`src/rtl/lut_mult_pkg.sv`:
```
// Shared definitions for the LUT-based constant multipliers.
//   DIGIT_W   : width of one multiplicand digit
//   state_e   : control state encoding (IDLE/CALC/DONE)
//   build_lut : table of k*A_CONST for k = 0..8 (the magnitude of a recoded digit)
// No ports; imported by the digit sub-module and the top level.
package lut_mult_pkg;

  localparam int DIGIT_W   = 4;
  localparam int LUT_N     = 9;
  // The table is built at a fixed maximum width because a package function
  // cannot see the instantiating module's A_W. Each word of interest only
  // needs A_W+4 bits; the caller keeps those low bits.
  localparam int A_W_MAX   = 32;
  localparam int LUT_W_MAX = A_W_MAX + DIGIT_W;

  typedef enum logic [1:0] {
    ST_IDLE = 2'd0,
    ST_CALC = 2'd1,
    ST_DONE = 2'd2
  } state_e;

  typedef logic [LUT_W_MAX-1:0] lut_word_t;
  typedef lut_word_t [LUT_N-1:0] lut_t;

  function automatic lut_t build_lut(input logic [A_W_MAX-1:0] a_const);
    lut_t lut;
    for (int k = 0; k < LUT_N; k++) begin
      lut[k] = LUT_W_MAX'(k) * LUT_W_MAX'(a_const);
    end
    return lut;
  endfunction

endpackage

```
`src/rtl/lut_const_mult_seq_if.sv`:
```
// Handshake bundle for lut_const_mult_seq.
//   in_valid/in_ready/x   : operand channel (producer -> multiplier)
//   out_valid/out_ready/p : product channel (multiplier -> consumer)
// slave modport is the multiplier side, master modport is the environment side.
interface lut_const_mult_seq_if #(
  parameter int X_W = 8,
  parameter int P_W = 12
);
  logic           in_valid;
  logic           in_ready;
  logic [X_W-1:0] x;
  logic           out_valid;
  logic           out_ready;
  logic [P_W-1:0] p;

  modport slave (
    input  in_valid, x, out_ready,
    output in_ready, out_valid, p
  );

  modport master (
    output in_valid, x, out_ready,
    input  in_ready, out_valid, p
  );
endinterface

```
`src/rtl/lut_mult_digit_pp.sv`:
```
// Combinational partial-product generator for one 4-bit digit.
// The digit plus incoming carry is recoded to a signed digit d in -8..+8,
// |d|*A_CONST is read from a constant table and negated when d < 0.
//   digit_i : raw 4-bit multiplicand digit
//   carry_i : recoding carry from the next-lower digit
//   pp_o    : signed partial product d*A_CONST (A_W+5 bits)
//   carry_o : recoding carry into the next-higher digit
module lut_mult_digit_pp
  import lut_mult_pkg::*;
#(
  parameter int          A_W     = 4,
  parameter int unsigned A_CONST = 13
) (
  input  logic [DIGIT_W-1:0]  digit_i,
  input  logic                carry_i,
  output logic signed [A_W+4:0] pp_o,
  output logic                carry_o
);

  localparam lut_t LUT = build_lut(A_W_MAX'(A_CONST));

  logic signed [5:0] d_val;
  logic [3:0]        mag;
  logic [A_W+3:0]    word;

  always_comb begin
    // Digits 8..15 borrow 16 from the next digit, so d never leaves -8..+8.
    carry_o = digit_i[DIGIT_W-1];
    d_val   = $signed({2'b00, digit_i}) + $signed({5'b00000, carry_i})
            - (digit_i[DIGIT_W-1] ? 6'sd16 : 6'sd0);
    mag     = d_val[5] ? 4'(-d_val) : d_val[3:0];
    word    = LUT[mag][A_W+3:0];
    pp_o    = d_val[5] ? -$signed({1'b0, word}) : $signed({1'b0, word});
  end

endmodule

```
`src/rtl/lut_const_mult_seq.sv`:
```
// Digit-serial constant multiplier: p = x * A_CONST, one 4-bit digit per
// clock, least significant digit first, with valid/ready on both sides.
//   clk : rising-edge clock
//   rst : synchronous active-high reset; aborts any operation in flight
//   bus : lut_const_mult_seq_if.slave
//         in_valid/in_ready/x   operand handshake (in_ready only in IDLE)
//         out_valid/out_ready/p product handshake (p held while out_ready=0)
// Operand accepted at edge E0 gives out_valid after edge E0+D, D = X_W/4.
module lut_const_mult_seq
  import lut_mult_pkg::*;
#(
  parameter int          X_W     = 8,
  parameter int unsigned A_CONST = 13,
  parameter int          A_W     = 4,
  parameter int          SIGNED  = 0
) (
  input  logic clk,
  input  logic rst,
  lut_const_mult_seq_if.slave bus
);

  localparam int P_W   = X_W + A_W;
  localparam int D     = X_W / DIGIT_W;
  localparam int CNT_W = (D > 1) ? $clog2(D) : 1;
  localparam logic [CNT_W-1:0] LAST_CNT = CNT_W'(D - 1);
  // Unsigned operands whose top digit recodes negative owe one A_CONST at
  // weight 2**X_W; two's complement operands simply drop that carry.
  localparam logic signed [P_W:0] TOP_CARRY = (P_W+1)'(A_CONST) << X_W;

  state_e                state_q, state_d;
  logic [X_W-1:0]        x_q, x_d;
  logic signed [P_W:0]   acc_q, acc_d;
  logic [CNT_W-1:0]      cnt_q, cnt_d;
  logic                  carry_q, carry_d;
  logic [P_W-1:0]        p_q, p_d;

  logic signed [A_W+4:0] pp;
  logic                  carry_out;
  logic signed [P_W:0]   pp_ext;
  logic signed [P_W:0]   pp_shift;

  // x_q is shifted right each CALC cycle, so the current digit is always
  // its low nibble.
  lut_mult_digit_pp #(
    .A_W     (A_W),
    .A_CONST (A_CONST)
  ) u_digit_pp (
    .digit_i (x_q[DIGIT_W-1:0]),
    .carry_i (carry_q),
    .pp_o    (pp),
    .carry_o (carry_out)
  );

  assign pp_ext   = (P_W+1)'(pp);
  assign pp_shift = pp_ext << {cnt_q, 2'b00};

  always_ff @(posedge clk) begin
    if (rst) begin
      state_q <= ST_IDLE;
      x_q     <= '0;
      acc_q   <= '0;
      cnt_q   <= '0;
      carry_q <= 1'b0;
      p_q     <= '0;
    end else begin
      state_q <= state_d;
      x_q     <= x_d;
      acc_q   <= acc_d;
      cnt_q   <= cnt_d;
      carry_q <= carry_d;
      p_q     <= p_d;
    end
  end

  always_comb begin
    state_d = state_q;
    x_d     = x_q;
    acc_d   = acc_q;
    cnt_d   = cnt_q;
    carry_d = carry_q;
    p_d     = p_q;

    case (state_q)
      ST_IDLE: begin
        if (bus.in_valid) begin
          x_d     = bus.x;
          acc_d   = '0;
          cnt_d   = '0;
          carry_d = 1'b0;
          state_d = ST_CALC;
        end
      end

      ST_CALC: begin
        acc_d   = acc_q + pp_shift;
        x_d     = x_q >> DIGIT_W;
        carry_d = carry_out;
        cnt_d   = cnt_q + CNT_W'(1);
        if (cnt_q == LAST_CNT) begin
          if ((SIGNED == 0) && carry_out) begin
            acc_d = acc_d + TOP_CARRY;
          end
          p_d     = acc_d[P_W-1:0];
          cnt_d   = '0;
          state_d = ST_DONE;
        end
      end

      ST_DONE: begin
        if (bus.out_ready) begin
          state_d = ST_IDLE;
        end
      end

      default: state_d = ST_IDLE;
    endcase
  end

  assign bus.in_ready  = (state_q == ST_IDLE);
  assign bus.out_valid = (state_q == ST_DONE);
  assign bus.p         = p_q;

endmodule

```
`src/flat_wrapper.sv`:
```
// flat-port wrapper written by rule: the top's interface ports become plain ports
module lut_const_mult_seq_flat import lut_mult_pkg::*;
#(
  parameter int          X_W     = 8,
  parameter int unsigned A_CONST = 13,
  parameter int          A_W     = 4,
  parameter int          SIGNED  = 0
)
  (clk, rst, bus_in_valid, bus_x, bus_out_ready, bus_in_ready, bus_out_valid, bus_p);
  lut_const_mult_seq_if #(.X_W(X_W), .P_W(12)) bus_i ();
  input  logic clk;
  input  logic rst;
  input wire logic [$bits(bus_i.in_valid)-1:0] bus_in_valid;
  input wire logic [$bits(bus_i.x)-1:0] bus_x;
  input wire logic [$bits(bus_i.out_ready)-1:0] bus_out_ready;
  output wire logic [$bits(bus_i.in_ready)-1:0] bus_in_ready;
  output wire logic [$bits(bus_i.out_valid)-1:0] bus_out_valid;
  output wire logic [$bits(bus_i.p)-1:0] bus_p;
  assign bus_i.in_valid = bus_in_valid;
  assign bus_i.x = bus_x;
  assign bus_i.out_ready = bus_out_ready;
  assign bus_in_ready = bus_i.in_ready;
  assign bus_out_valid = bus_i.out_valid;
  assign bus_p = bus_i.p;
  lut_const_mult_seq #(.X_W(X_W), .A_CONST(A_CONST), .A_W(A_W), .SIGNED(SIGNED)) u_core (.clk(clk), .rst(rst), .bus(bus_i));
endmodule
```
`config.mk`:
```
export PLATFORM = sky130hd
export DESIGN_NAME = lut_const_mult_seq_flat
export DESIGN_NICKNAME = d
export VERILOG_FILES = /design/src/rtl/lut_mult_pkg.sv /design/src/rtl/lut_const_mult_seq_if.sv /design/src/rtl/lut_mult_digit_pp.sv /design/src/rtl/lut_const_mult_seq.sv /design/src/flat_wrapper.sv
export SDC_FILE = /design/constraint.sdc
export NUM_CORES = 1
export LEC_CHECK = 0
export CAP_MARGIN = 10
export CELL_PAD_IN_SITES_DETAIL_PLACEMENT = 0
export CELL_PAD_IN_SITES_GLOBAL_PLACEMENT = 1
export CORE_ASPECT_RATIO = 1.75
export CORE_MARGIN = 2
export CORE_UTILIZATION = 40
export DETAILED_ROUTE_END_ITERATION = 10
export PLACE_DENSITY_LB_ADDON = 0.1
export SYNTH_ARGS = -nofsm -noshare
export SYNTH_HDL_FRONTEND = slang
export SYNTH_SLANG_ARGS = --single-unit
```
`constraint.sdc`:
```
create_clock -name clk -period 6.1 [get_ports clk]
set_input_delay 1.525 -clock clk [delete_from_list [all_inputs] [get_ports clk]]
set_output_delay 1.525 -clock clk [all_outputs]
set_load 0.005 [all_outputs]
```
==> summary.md <==
| Metric | Value |
|---|---|
| Run status | finished, final reports clean |
| Skew-Pair Late Insertion Delay | 280 ps |
| Type of the worst min-delay path | reg2reg |
| H-Tree Depth | 2 |
| Cts bufs inserted | 5 |
| Router iterations before antenna repair | 4 |
| Worst-margin pin slew | 936 ps |
| CTS root buffer | clkbuf_16 |
| Post-synth top area cell | dfxtp_1 |
| Crit share post-route | 90.0% |
| Placed inst area | 0.00307 mm² |
| Critical path arrival | 5620 ps |
| Fin nets | 410 |
| Syn_nets | 394 |
| CTS Sinks | 36 |
| Largest net degree at the start of global routing | 23 |
| Final Hold Viols | 0 |
| Synthesized flop and latch total | 36 |
| Max Freq | 0.182 GHz |
| Clock Path Buffers | 2 |
| Top-Level Pins | 26 |
| Post-Syn Area | 0.00276 mm² |
| Max-slew violations | 0 |
| Leak | 1.27 nW |
| RD Place Congestion | 0.825 |
| Die W | 66.8 µm |
| Area Growth Syn to Fin | 17.3% |
| Setup Skew | 4.41 ps |
| Initial antenna violation count | 0 |
| Die footprint | 0.00761 mm² |
| Core box area | 0.00676 mm² |
| Clock slew at reported path FFs | 60 ps |
| CTS resizes | 0 |
| DR vias/cell | 5.46 |
| Initial DRC count | 117 |
| Final Setup Violations | 0 |
| Remaining global-route overflow | 0 |
| P per Cell Area | 416 mW/mm² |
| Number of cell rows | 40 |
| Crit path launch type | flop |
| WHS | 454 ps |
| Critical path type | reg2reg |
| CTS tree | built |
| Post-layout minimum cycle time | 5490 ps |
| Required @ worst endpoint | 6230 ps |
| Total Neg Setup Slack | 0 ps |
| Synth Warn # | 0 |
| Post-route ant nets | 0 |
| Vias | 2506 |
| Number of global-route vias before repair | 2403 |
| Cts hold-fix bufs | 0 |
| Post-CTS Repair Setup Buffers | 0 |
| Input/output buffers | 25 |
| Global-route wire length before repair | 11800 µm |
| Post-synth EDFFs | 0 |
| Post-synthesis sequential area ratio | 26.1% |
| Hold depth | 2 |
| Starting density of the core | 40.9% |
| Ys async rst share | 0% |
| Distinct cells, synth | 55 |
| Final wirelength | 7200 µm |
| Average wire per standard cell | 15.7 µm |
| Worst Path Max Fanout | 10 |
| Ant diodes | 0 |
| Overall die height | 114 µm |
| Synth top area share | 26.1% |
| Crit end category | flop |
| FF-to-FF setup slack | 610 ps |
| Post-placement setup slack | 592 ps |
| Post-route cell area | 0.00324 mm² |
| DPL Wire Length | 5450 µm |
| Share of layout cells above drive strength 1 | 6.13% |
| Slew headroom | 37.5% |
| Top_reg_cell synth | dfxtp_1 |
| Worst Reg-to-Reg Cells | 21 |
| # DRC | 0 |
| RSZ-0062 raised after global routing | no |
| Peak supply drop | 218 µV |
| Mean Syn Cell Area | 7.72 µm² |
| Synth area leaders | dfxtp_1, ha_1, nor2_1, a21oi_1, xnor2_1 |
| Overall Global Routing Usage | 20.0% |
| Max-cap violations | 0 |
| Final WS setup | 609 ps |
| Synth Instances | 358 |
-- through the flow --
step                      total power (W)  utilization [%]  cells
after floorplan                  0.000873                -    358
after global placement            0.00107             45.5    451
after detailed placement          0.00107             45.5    451
after CTS                         0.00136             48.0    459
after global routing              0.00146             48.0    459
final                             0.00135             48.0    459
-- cell usage after synthesis, types with 2 or more instances --
cell type	instances
a211oi_1	12
a21o_1	4
a21oi_1	36
a22oi_1	10
a31oi_1	3
clkbuf_1	19
dfxtp_1	36
ha_1	23
inv_1	8
mux2_2	2
mux2i_1	3
nand2_1	31
nand2b_1	6
nand3_1	6
nand3b_1	3
nor2_1	61
nor2b_1	16
nor3_1	9
nor3b_1	3
o211ai_1	4
o21ai_0	4
o21ai_1	5
o21bai_1	3
or3_1	2
or4_1	2
xnor2_1	14
xor2_1	5
-- sequential cells by signal (all words and copies together), names as in the netlist --
signal,count
u_core.acc_q,12
u_core.bus.p,12
u_core.x_q,8
u_core.state_q,2
u_core.carry_q,1
u_core.cnt_q,1
-- logic make-up (layout without fill, tap and decap cells) --
group	after synthesis	in the layout	share of synthesized area [%]
and+or+nand+nor	143	143	23.8
AOI/OAI and AO/OA	98	98	24.5
DFF	36	36	26.1
buffers and inverters	29	46	3.94
adders and majority gates	24	24	11.1
xor gates and xnor gates	21	21	7.61
muxes	7	7	2.85
-- area by class of cell --
type                       count  area [µm²]
fill                         686        3520
multi-input combinational    293        1930
sequential                    36         721
timing repair buffer          29         280
clock buffer                   5         125
tap                           84         105
clock inverter                 3        42.5
inverter                       9        33.8
-- cell usage in the layout (no fill, tap or decap), drive strengths merged, types with 6 or more instances in the layout --
| cell type | instances |
|---|---|
| nand3 | 6 |
| nor2b | 16 |
| nand2b | 6 |
| nor3 | 9 |
| xor2 | 7 |
| a21oi | 36 |
| dfxtp | 36 |
| a22oi | 10 |
| ha | 23 |
| xnor2 | 14 |
| inv | 8 |
| o21ai | 10 |
| clkdlybuf4s50 | 25 |
| nor2 | 61 |
| nand2 | 31 |
| a211oi | 13 |
-- worst paths after layout --
| check | start | to |
|---|---|---|
| hold / removal | u_core.bus.p[5] | u_core.bus.p[5] |
| setup reg to reg | u_core.carry_q | u_core.acc_q[9] |
| hold reg to reg | u_core.bus.p[5] | u_core.bus.p[5] |
| setup / recovery | u_core.carry_q | u_core.acc_q[9] |
-- routing by layer --
layer  vias up  global-route usage [%]  share of wire, %
met5         -                       0                 0
met4         0                    5.17               1.6
met3        10                    3.16               2.4
met2        40                    37.3                55
met1      1168                    23.0                41
li1       1288                       -                 -
-- critical path, cell delays in order, from the launching register on --
cell and delay (ps):
dfxtp_1 310, ha_1 470, inv_1 170, ha_1 400, a21o_1 250, ha_1 420
nor2_1 80, mux2_4 290, o2111a_2 150, nor2b_1 140, a2111oi_2 350, a21oi_1 80
ha_1 330, or2_1 230, o31a_1 120, a31oi_1 340, o21bai_1 120, xor2_1 290
ha_1 310, mux2_2 260, a22oi_1 160, nor2_1 50
-- power breakdown --
part	total, W	switching [W]	internal, W
Combinational	0.000776	0.000456	0.000320
Clock	0.000285	0.0000938	0.000192
Sequential	0.000286	0.0000249	0.000261
Total	0.00135	0.000575	0.000773
Note: power is estimated with default switching activity, not from simulation.
